--- config.mk ---
export PLATFORM = sky130hd
export DESIGN_NAME = sdram_port_arbiter
export DESIGN_NICKNAME = d
export VERILOG_FILES = /design/src/rtl/sdram_port_arbiter.sv
export SDC_FILE = /design/constraint.sdc
export NUM_CORES = 1
export LEC_CHECK = 0
export ABC_AREA = 0
export CORE_MARGIN = 3
export CORE_UTILIZATION = 40
export DETAILED_ROUTE_END_ITERATION = 10
export GPL_TIMING_DRIVEN = 0
export PLACE_DENSITY = 0.9
export SLEW_MARGIN = 5
export SYNTH_ARGS = -nofsm -noshare
export SYNTH_HDL_FRONTEND = slang
export SYNTH_SLANG_ARGS = --single-unit
--- constraint.sdc ---
create_clock -name global_CLK -period 4.6 [get_ports global_CLK]
set_input_delay 0.92 -clock global_CLK [delete_from_list [all_inputs] [get_ports global_CLK]]
set_output_delay 0.92 -clock global_CLK [all_outputs]
set_load 0.03 [all_outputs]
--- src/rtl/sdram_port_arbiter.sv ---
// sdram_port_arbiter: round-robin arbiter sharing one SDRAM controller's read and write
// ports between two requesters, with one access in flight at a time.
module sdram_port_arbiter #(
    parameter int ADR_W         = 24,
    parameter int DATA_W        = 16,
    parameter int START_TIMEOUT = 8
) (
    input  logic              global_CLK,
    input  logic              global_RST,
    input  logic              p0_req,
    input  logic              p0_we,
    input  logic [ADR_W-1:0]  p0_adr,
    input  logic [DATA_W-1:0] p0_wdata,
    output logic              p0_ack,
    output logic [DATA_W-1:0] p0_rdata,
    input  logic              p1_req,
    input  logic              p1_we,
    input  logic [ADR_W-1:0]  p1_adr,
    input  logic [DATA_W-1:0] p1_wdata,
    output logic              p1_ack,
    output logic [DATA_W-1:0] p1_rdata,
    output logic              rd_startTrig,
    output logic [ADR_W-1:0]  RD_ADR,
    input  logic [DATA_W-1:0] RD_DATA,
    input  logic              rd_busyFlag,
    output logic              wt_startTrig,
    output logic [ADR_W-1:0]  WT_ADR,
    output logic [DATA_W-1:0] WT_DATA,
    input  logic              wt_busyFlag,
    output logic              timeout_err
);
    typedef enum logic [2:0] {IDLE, ISSUE, WAIT_BUSY, WAIT_DONE, ACK} state_t;
    localparam int CNT_W = $clog2(START_TIMEOUT + 1);

    state_t            state, state_nx;
    logic              gnt, last_grant, we_q;
    logic [ADR_W-1:0]  adr_q;
    logic [DATA_W-1:0] wdata_q;
    logic [CNT_W-1:0]  cnt, cnt_inc;
    logic              busy, take, take_id, tmo, capture;

    // only the busy flag of the port actually in use is looked at
    assign busy    = we_q ? wt_busyFlag : rd_busyFlag;
    assign take    = p0_req | p1_req;
    assign take_id = (p0_req & p1_req) ? ~last_grant : ~p0_req;
    assign cnt_inc = cnt + CNT_W'(1);
    assign tmo     = (state == WAIT_BUSY) && !busy && (cnt_inc == CNT_W'(START_TIMEOUT));
    assign capture = (state == WAIT_DONE) && !busy && !we_q;

    always_comb begin
        state_nx = state;
        case (state)
            IDLE:      state_nx = take ? ISSUE : IDLE;
            ISSUE:     state_nx = WAIT_BUSY;
            WAIT_BUSY: state_nx = busy ? WAIT_DONE : tmo ? ACK : WAIT_BUSY;
            WAIT_DONE: state_nx = busy ? WAIT_DONE : ACK;
            ACK:       state_nx = IDLE;
            default:   state_nx = IDLE;
        endcase
    end

    always_ff @(posedge global_CLK or posedge global_RST) begin
        if (global_RST) begin
            state       <= IDLE;
            last_grant  <= 1'b1;
            gnt         <= 1'b0;
            we_q        <= 1'b0;
            adr_q       <= '0;
            wdata_q     <= '0;
            cnt         <= '0;
            timeout_err <= 1'b0;
            p0_rdata    <= '0;
            p1_rdata    <= '0;
        end else begin
            state <= state_nx;
            if (state == IDLE && take) begin
                gnt        <= take_id;
                last_grant <= take_id;
                we_q       <= take_id ? p1_we : p0_we;
                adr_q      <= take_id ? p1_adr : p0_adr;
                wdata_q    <= take_id ? p1_wdata : p0_wdata;
            end
            cnt <= (state == WAIT_BUSY) ? cnt_inc : '0;
            if (tmo) timeout_err <= 1'b1;
            if (capture && !gnt) p0_rdata <= RD_DATA;
            if (capture && gnt) p1_rdata <= RD_DATA;
        end
    end

    assign rd_startTrig = (state == ISSUE) && !we_q;
    assign wt_startTrig = (state == ISSUE) && we_q;
    assign RD_ADR       = adr_q;
    assign WT_ADR       = adr_q;
    assign WT_DATA      = wdata_q;
    assign p0_ack       = (state == ACK) && !gnt;
    assign p1_ack       = (state == ACK) && gnt;
endmodule

==> run metrics, run 1 <==
status=completed; slowest stage delay, CP=700 ps; leak pwr=0.00262 uW; largest net degree at the start of global routing=56; H-tree depth=3; first-pass GRT wire length=20.3 mm; Avg Cell Area, Syn=10.6 sq um; crit path DAT=2060 ps; Seq/Total Area, Yosys=0.508; initial antenna violation count=0; synth unique cells=33; area share of the largest cell type after synthesis=0.501; FF-to-FF End=RD_ADR[16]$_DFFE_PP0P_; FF-to-FF setup slack=2180 ps; Crit Path Max Fanout=10; Worst setup endpoint=p1_ack; Req. time, crit path=3680 ps; final hold vios=0; synth warn=0; Resize count post-CTS=0; port bufs=203; Syn Std Cell Area=4090 sq um; GRT Total Usage=0.221; CTS Hold Bufs=0; EDFF count, synth=0; WL/cell=17.5 microns; CP delay by family, top=buffers and inverters; drt via density=5.26; CP max-delay cell=clkdlybuf4s50_1; Worst VDD drop=0.000482 V; Setup Skew=8.07 ps; Buf+Inv Stages, Crit Path=2; Nets=707; fraction of layout cells with a size suffix above 1=0.145; cell count after synthesis=386; detailed placement HPWL=9.84 mm; Power Density=726 nW/um^2; Hold WC Path Type=flip-flop to flip-flop; setup total negative slack=0 ps; post-route ant nets=0; CP cell instances=clkbuf_1 > nor2_1 > nand2_1 > nor2_1 > clkdlybuf4s50_1; max_cap viols=0; Die ar.=11500 sq um; clk_lat worst skew=350 ps; CP Launch Type=flip-flop; Final Critical Period=2980 ps; Util after Layout=0.661; number of global-route vias before repair=3999; Initial DRC Count=155; Yosys reg bits=83; fraction of registers with async set/reset=1.00; via count=3890; dominant cell type by area after synthesis=dfrtp_1; Layout area overhead=59.3%; Worst-Margin Slew=1010 ps; First-pass DRT Iterations=4; CTS tree=built; total routed wirelength=12.9 mm; gr ovfl total=0; FILL cells=736; # Post-CTS Setup Buffers=0; Max Freq=335 MHz; Core ar.=9860 sq um; Residual DRC=0; WP depth=5; Primary FF master, synth=dfrtp_1; io pins=205; CP startpoint=state[0]$_DFF_PP0_; Clk pin slew, worst setup/hold paths=90 ps; ant diodes=0; num rows=36; Initial Utilization=0.415; CTS Root Cell=clkbuf_8; Num Clock Sinks=83; Period Utilization, post-route=0.649; Final Setup Violations=0; Critical R2R Launch=state[0]$_DFF_PP0_; Num CTS Buffers=9; GP Congestion=0.850; syn nets=492; Slew Limit Headroom=0.322; die width=107 microns; R2R cell count=6; ranking of synthesized cells by area=dfrtp_1 50%, nand3b_1 7.5%, a31oi_1 6.3%, mux2_2 6.1%, a21oi_1 5.5%; Die Y-Extent=107 microns; RSZ-0062 raised after global routing=false; maximum clock path buffer count=2; Crit Path Class=flip-flop to primary output; CP most frequent cell=nor2_1; Final Max Slew Viols=0; CP endpoint kind=primary output
[worst min-delay path by stage]
stage                                        from  depth (start not counted)                      end
after floorplan                  cnt[0]$_DFF_PP0_                          1         cnt[0]$_DFF_PP0_
after global placement    timeout_err$_DFFE_PP0N_                          2  timeout_err$_DFFE_PP0N_
after detailed placement  timeout_err$_DFFE_PP0N_                          2  timeout_err$_DFFE_PP0N_
after CTS                 timeout_err$_DFFE_PP0N_                          2  timeout_err$_DFFE_PP0N_
after global routing      timeout_err$_DFFE_PP0N_                          2  timeout_err$_DFFE_PP0N_
final                     timeout_err$_DFFE_PP0N_                          2  timeout_err$_DFFE_PP0N_
[layout by cell type (no fill, tap or decap), types with 3 or more instances in the layout]
cell / count
a31oi_1: 41
o21ai_0: 42
nor2_1: 5
mux2_2: 22
a21oi_1: 45
nor3_1: 6
nand3_1: 4
inv_1: 3
buf_4: 24
buf_2: 7
clkbuf_8: 9
mux2_4: 10
dfrtp_1: 82
clkbuf_1: 28
inv_6: 3
clkdlybuf4s50_1: 203
nand3b_1: 41
[where the power goes]
part	switching, uW	internal, uW
registers	260	1080
logic	1550	1290
clock network	285	255
[worst register-to-register path, stage by stage, from the launching register on]
cell and delay [ps]:
dfrtp_1 380, clkbuf_1 230, nor3_1 870, and2_1 220, buf_2 210, buf_2 260, a31oi_1 120
[final cells by class]
class	instances	area (sq um)	area share
Sequential cell	83	2080	0.319
Timing Repair Buffer	204	2060	0.316
Multi-Input combinational cell	237	1640	0.252
Buffer	62	358	0.0549
Tap cell	133	166	0.0255
Clock buffer	9	124	0.0190
Clock inverter	7	73.8	0.0113
Inverter	4	17.5	0.00269
[stage by stage]
stage                     total power, uW  setup slack (ps)  instance area [sq um]  hold slack, ps  instances
final                                4730              1620                   6520             466        739
after global routing                 4960              1500                   6520             507        739
after CTS                            4760              1590                   6520             469        739
after detailed placement             4210              1750                   6320             445        723
after global placement               4120               321                   6290             446        722
after floorplan                      3010              1540                   4090             462        386
[cell families (layout without fill, tap and decap cells)]
logic type	count (synthesis)	after routing	share of synthesized area
simple gates	69	69	0.116
xor+xnor	2	2	0.00428
flops	83	83	0.508
compound gates	131	131	0.175
mux	33	33	0.0996
fa+ha+maj	2	2	0.00611
buf+inv	66	286	0.0911
[flip-flops by register name, indices dropped and copies added, names as in the netlist]
register and cells:
cnt 4, gnt 1, RD_ADR 24, we_q 1, p0_rdata 16, last_grant 1, WT_DATA 16, timeout_err 1
p1_rdata 16, state 3
[layer usage]
metal	routed length, microns	part of all wire	global-route usage	vias up
met4	163	0.013	0.0594	0
met1	5350	0.41	0.276	1870
met3	984	0.076	0.0512	15
li1	-	-	-	1814
met2	6400	0.50	0.384	191
met5	0	0	0	-
[Yosys cell counts, types with 2 or more instances]
cell and instances:
dfrtp_1 82, a21oi_1 45, o21ai_0 42, a31oi_1 41
nand3b_1 41, clkbuf_1 28, buf_4 24, mux2_2 22
mux2_4 10, buf_2 7, nor3_1 6, nor2_1 5
inv_1 4, nand3_1 4, buf_6 2, ha_1 2
nand2_1 2, nand2b_1 2, nand4_1 2, nor2b_1 2
Power figures use the tool's default switching activity.
==> run 2: changes to the inputs <==
--- a/config.mk
+++ b/config.mk
@@ -7,10 +7,10 @@
 export LEC_CHECK = 0
 export ABC_AREA = 0
 export CORE_MARGIN = 3
-export CORE_UTILIZATION = 40
+export CORE_UTILIZATION = 37
 export DETAILED_ROUTE_END_ITERATION = 10
 export GPL_TIMING_DRIVEN = 0
-export PLACE_DENSITY = 0.9
+export PLACE_DENSITY = 0.88
 export SLEW_MARGIN = 5
 export SYNTH_ARGS = -nofsm -noshare
 export SYNTH_HDL_FRONTEND = slang
==> constraint.sdc (replaced) <==
create_clock -name global_CLK -period 2.5 [get_ports global_CLK]
set_input_delay 0.5 -clock global_CLK [delete_from_list [all_inputs] [get_ports global_CLK]]
set_output_delay 0.5 -clock global_CLK [all_outputs]
set_load 0.03 [all_outputs]
==> run metrics, run 2 (synthesis results as in run 1) <==
most frequent cells in the layout=200 x clkdlybuf4s50_1, 82 x dfrtp_1, 45 x a21oi_1; Die Y-Extent=111 microns (+3.8%); largest net degree at the start of global routing=39 (-30%); WL/cell=17.4 microns (-0.13%); crit path DAT=1860 ps (-200 ps); first-pass GRT wire length=21.3 mm (+5.1%); CP startpoint=state[0]$_DFF_PP0_; Period Utilization, post-route=0.944; Placed Cells=727 (+0.55%); First-pass DRT Iterations=4 (unchanged); commonest non-fill, non-tap cell in the layout=clkdlybuf4s50_1; Slew Limit Headroom=0.589 (+0.267); drt via density=5.24 (-0.44%); H-tree depth=3 (unchanged); Power Density=1340 nW/um^2 (+84%); Buf+Inv Stages, Crit Path=2 (unchanged); max_cap viols=0 (unchanged); setup ws final=140 ps (-1480 ps); setup total negative slack=0 ps (unchanged); CTS Root Cell=clkbuf_8; leak pwr=0.00267 uW (+1.7%); Critical R2R Launch=state[2]$_DFF_PP0_; Layout area overhead=60.7%; Crit Path Max Fanout=10 (unchanged); GRT Total Usage=0.210 (-0.0108); Setup Skew=8.54 ps (+0.473 ps); Largest register FFs=24 (unchanged); Initial Utilization=0.388 (-0.0272); post-route insts no fill=743 (+0.54%); ant diodes=0 (unchanged); io pins=205 (unchanged); gr ovfl total=0 (unchanged); Crit Path Class=flip-flop to primary output; initial antenna violation count=0 (unchanged); Residual DRC=0 (unchanged); port bufs=203 (unchanged); critical hold path startpoint=timeout_err$_DFFE_PP0N_; slowest stage delay, CP=710 ps (about the same); Final Setup Violations=0 (unchanged); total routed wirelength=13.0 mm (+0.41%); Req. time, crit path=2000 ps (-1680 ps); final hold vios=0 (unchanged); RSZ-0062 raised after global routing=false; CP cell instances=clkbuf_2 > nand2_1 > nor3_1 > clkdlybuf4s50_1; CTS tree=built; Nets=708 (+0.14%); clk_lat worst skew=350 ps (about the same); Worst-Margin Slew=615 ps (-394 ps); CP delay by family, top=buffers and inverters; status=completed; die width=111 microns (+3.8%); Initial DRC Count=210 (+35%); Max Freq=424 MHz; post-route ant nets=0 (unchanged); CP max-delay cell=clkdlybuf4s50_1; Die ar.=12400 sq um (+7.7%); Core ar.=10600 sq um (+7.0%); Num CTS Buffers=9 (unchanged); GP Congestion=0.827 (-2.6%); via count=3894 (+0.10%); maximum clock path buffer count=2 (unchanged); final hold slack=488 ps (+22.2 ps); number of global-route vias before repair=4248 (+6.2%); # Post-CTS Setup Buffers=0 (unchanged); Hold WC Path Type=flip-flop to flip-flop; Clk pin slew, worst setup/hold paths=80 ps (about the same); Final Max Slew Viols=0 (unchanged); fraction of layout cells with a size suffix above 1=0.148 (+0.00306); Place WS=37.5 ps (-1710 ps); Num Clock Sinks=83 (unchanged); CP Launch Type=flip-flop; Final Critical Period=2360 ps; CP endpoint kind=primary output; num rows=37 (+2.8%); Worst VDD drop=0.000875 V (+82%); detailed placement HPWL=9.97 mm (+1.3%)
-- run 2: cell count changes in the layout (fill, tap and decap cells not counted) --
cell	previous run	this run
clkdlybuf4s50_1	203	200
dlymetal6s2s_1	0	1
clkinv_4	0	1
bufinv_16	1	2
clkbuf_8	9	10
nor3_1	6	5
nor3_2	0	1
inv_4	1	0
buf_12	0	1
clkinvlp_4	1	2
dlygate4sd2_1	0	2
clkinv_2	2	0
inv_6	3	1
clkbuf_2	0	1
-- run 2: power breakdown --
part / internal (uW) / switching, uW
Combinational: 2390 / 2870
Clock: 596 / 494
Sequential: 1990 / 455
Total: 4980 / 3820
-- run 2: routing by layer --
layer / GRT usage / share of wire / vias up
li1: - / - / 1811
met1: 0.251 / 0.41 / 1885
met2: 0.368 / 0.50 / 178
met3: 0.0562 / 0.071 / 20
met4: 0.0681 / 0.019 / 0
met5: 0 / 0 / -
-- run 2: cell type report --
cell class                      count  area [sq um]
Multi-Input combinational cell    237          1650
Inverter                            4          18.8
Timing Repair Buffer              205          2080
Clock inverter                      5          85.1
Buffer                             62           359
Clock buffer                       11           141
Fill cell                         868          3980
Sequential cell                    83          2080
Tap cell                          136           170
-- run 2: final timing paths --
kind	to	slack [ps]	cells after the start
setup / recovery	wt_startTrig	140	4
max in group asynchronous	p0_rdata[5]$_DFFE_PP0P_	1360	3
min in group asynchronous	WT_DATA[5]$_DFFE_PP0P_	560	2
hold reg to reg	timeout_err$_DFFE_PP0N_	490	2
setup reg to reg	p0_rdata[3]$_DFFE_PP0P_	400	5
hold / removal	timeout_err$_DFFE_PP0N_	490	2
-- run 2: repair_timing --
action	in CTS	in global routing
setup endpoints to repair	3	41
gates resized for setup	3	2
hold buffers	0	0
-- run 2: metrics by stage --
step           power [uW]  utilization  cell area [sq um]
2_1_floorplan        5540            -               4100
3_3_place_gp         7600        0.597               6300
3_5_place_dp         7750        0.601               6350
4_1_cts              8880        0.623               6570
5_1_grt              9290        0.623               6580
6_report             8800        0.623               6580
-- run 2: tightest hold or removal path: stages, from the launching register on --
cell,delay [ps]
dfrtp_1,350
inv_1,50
o41ai_1,50
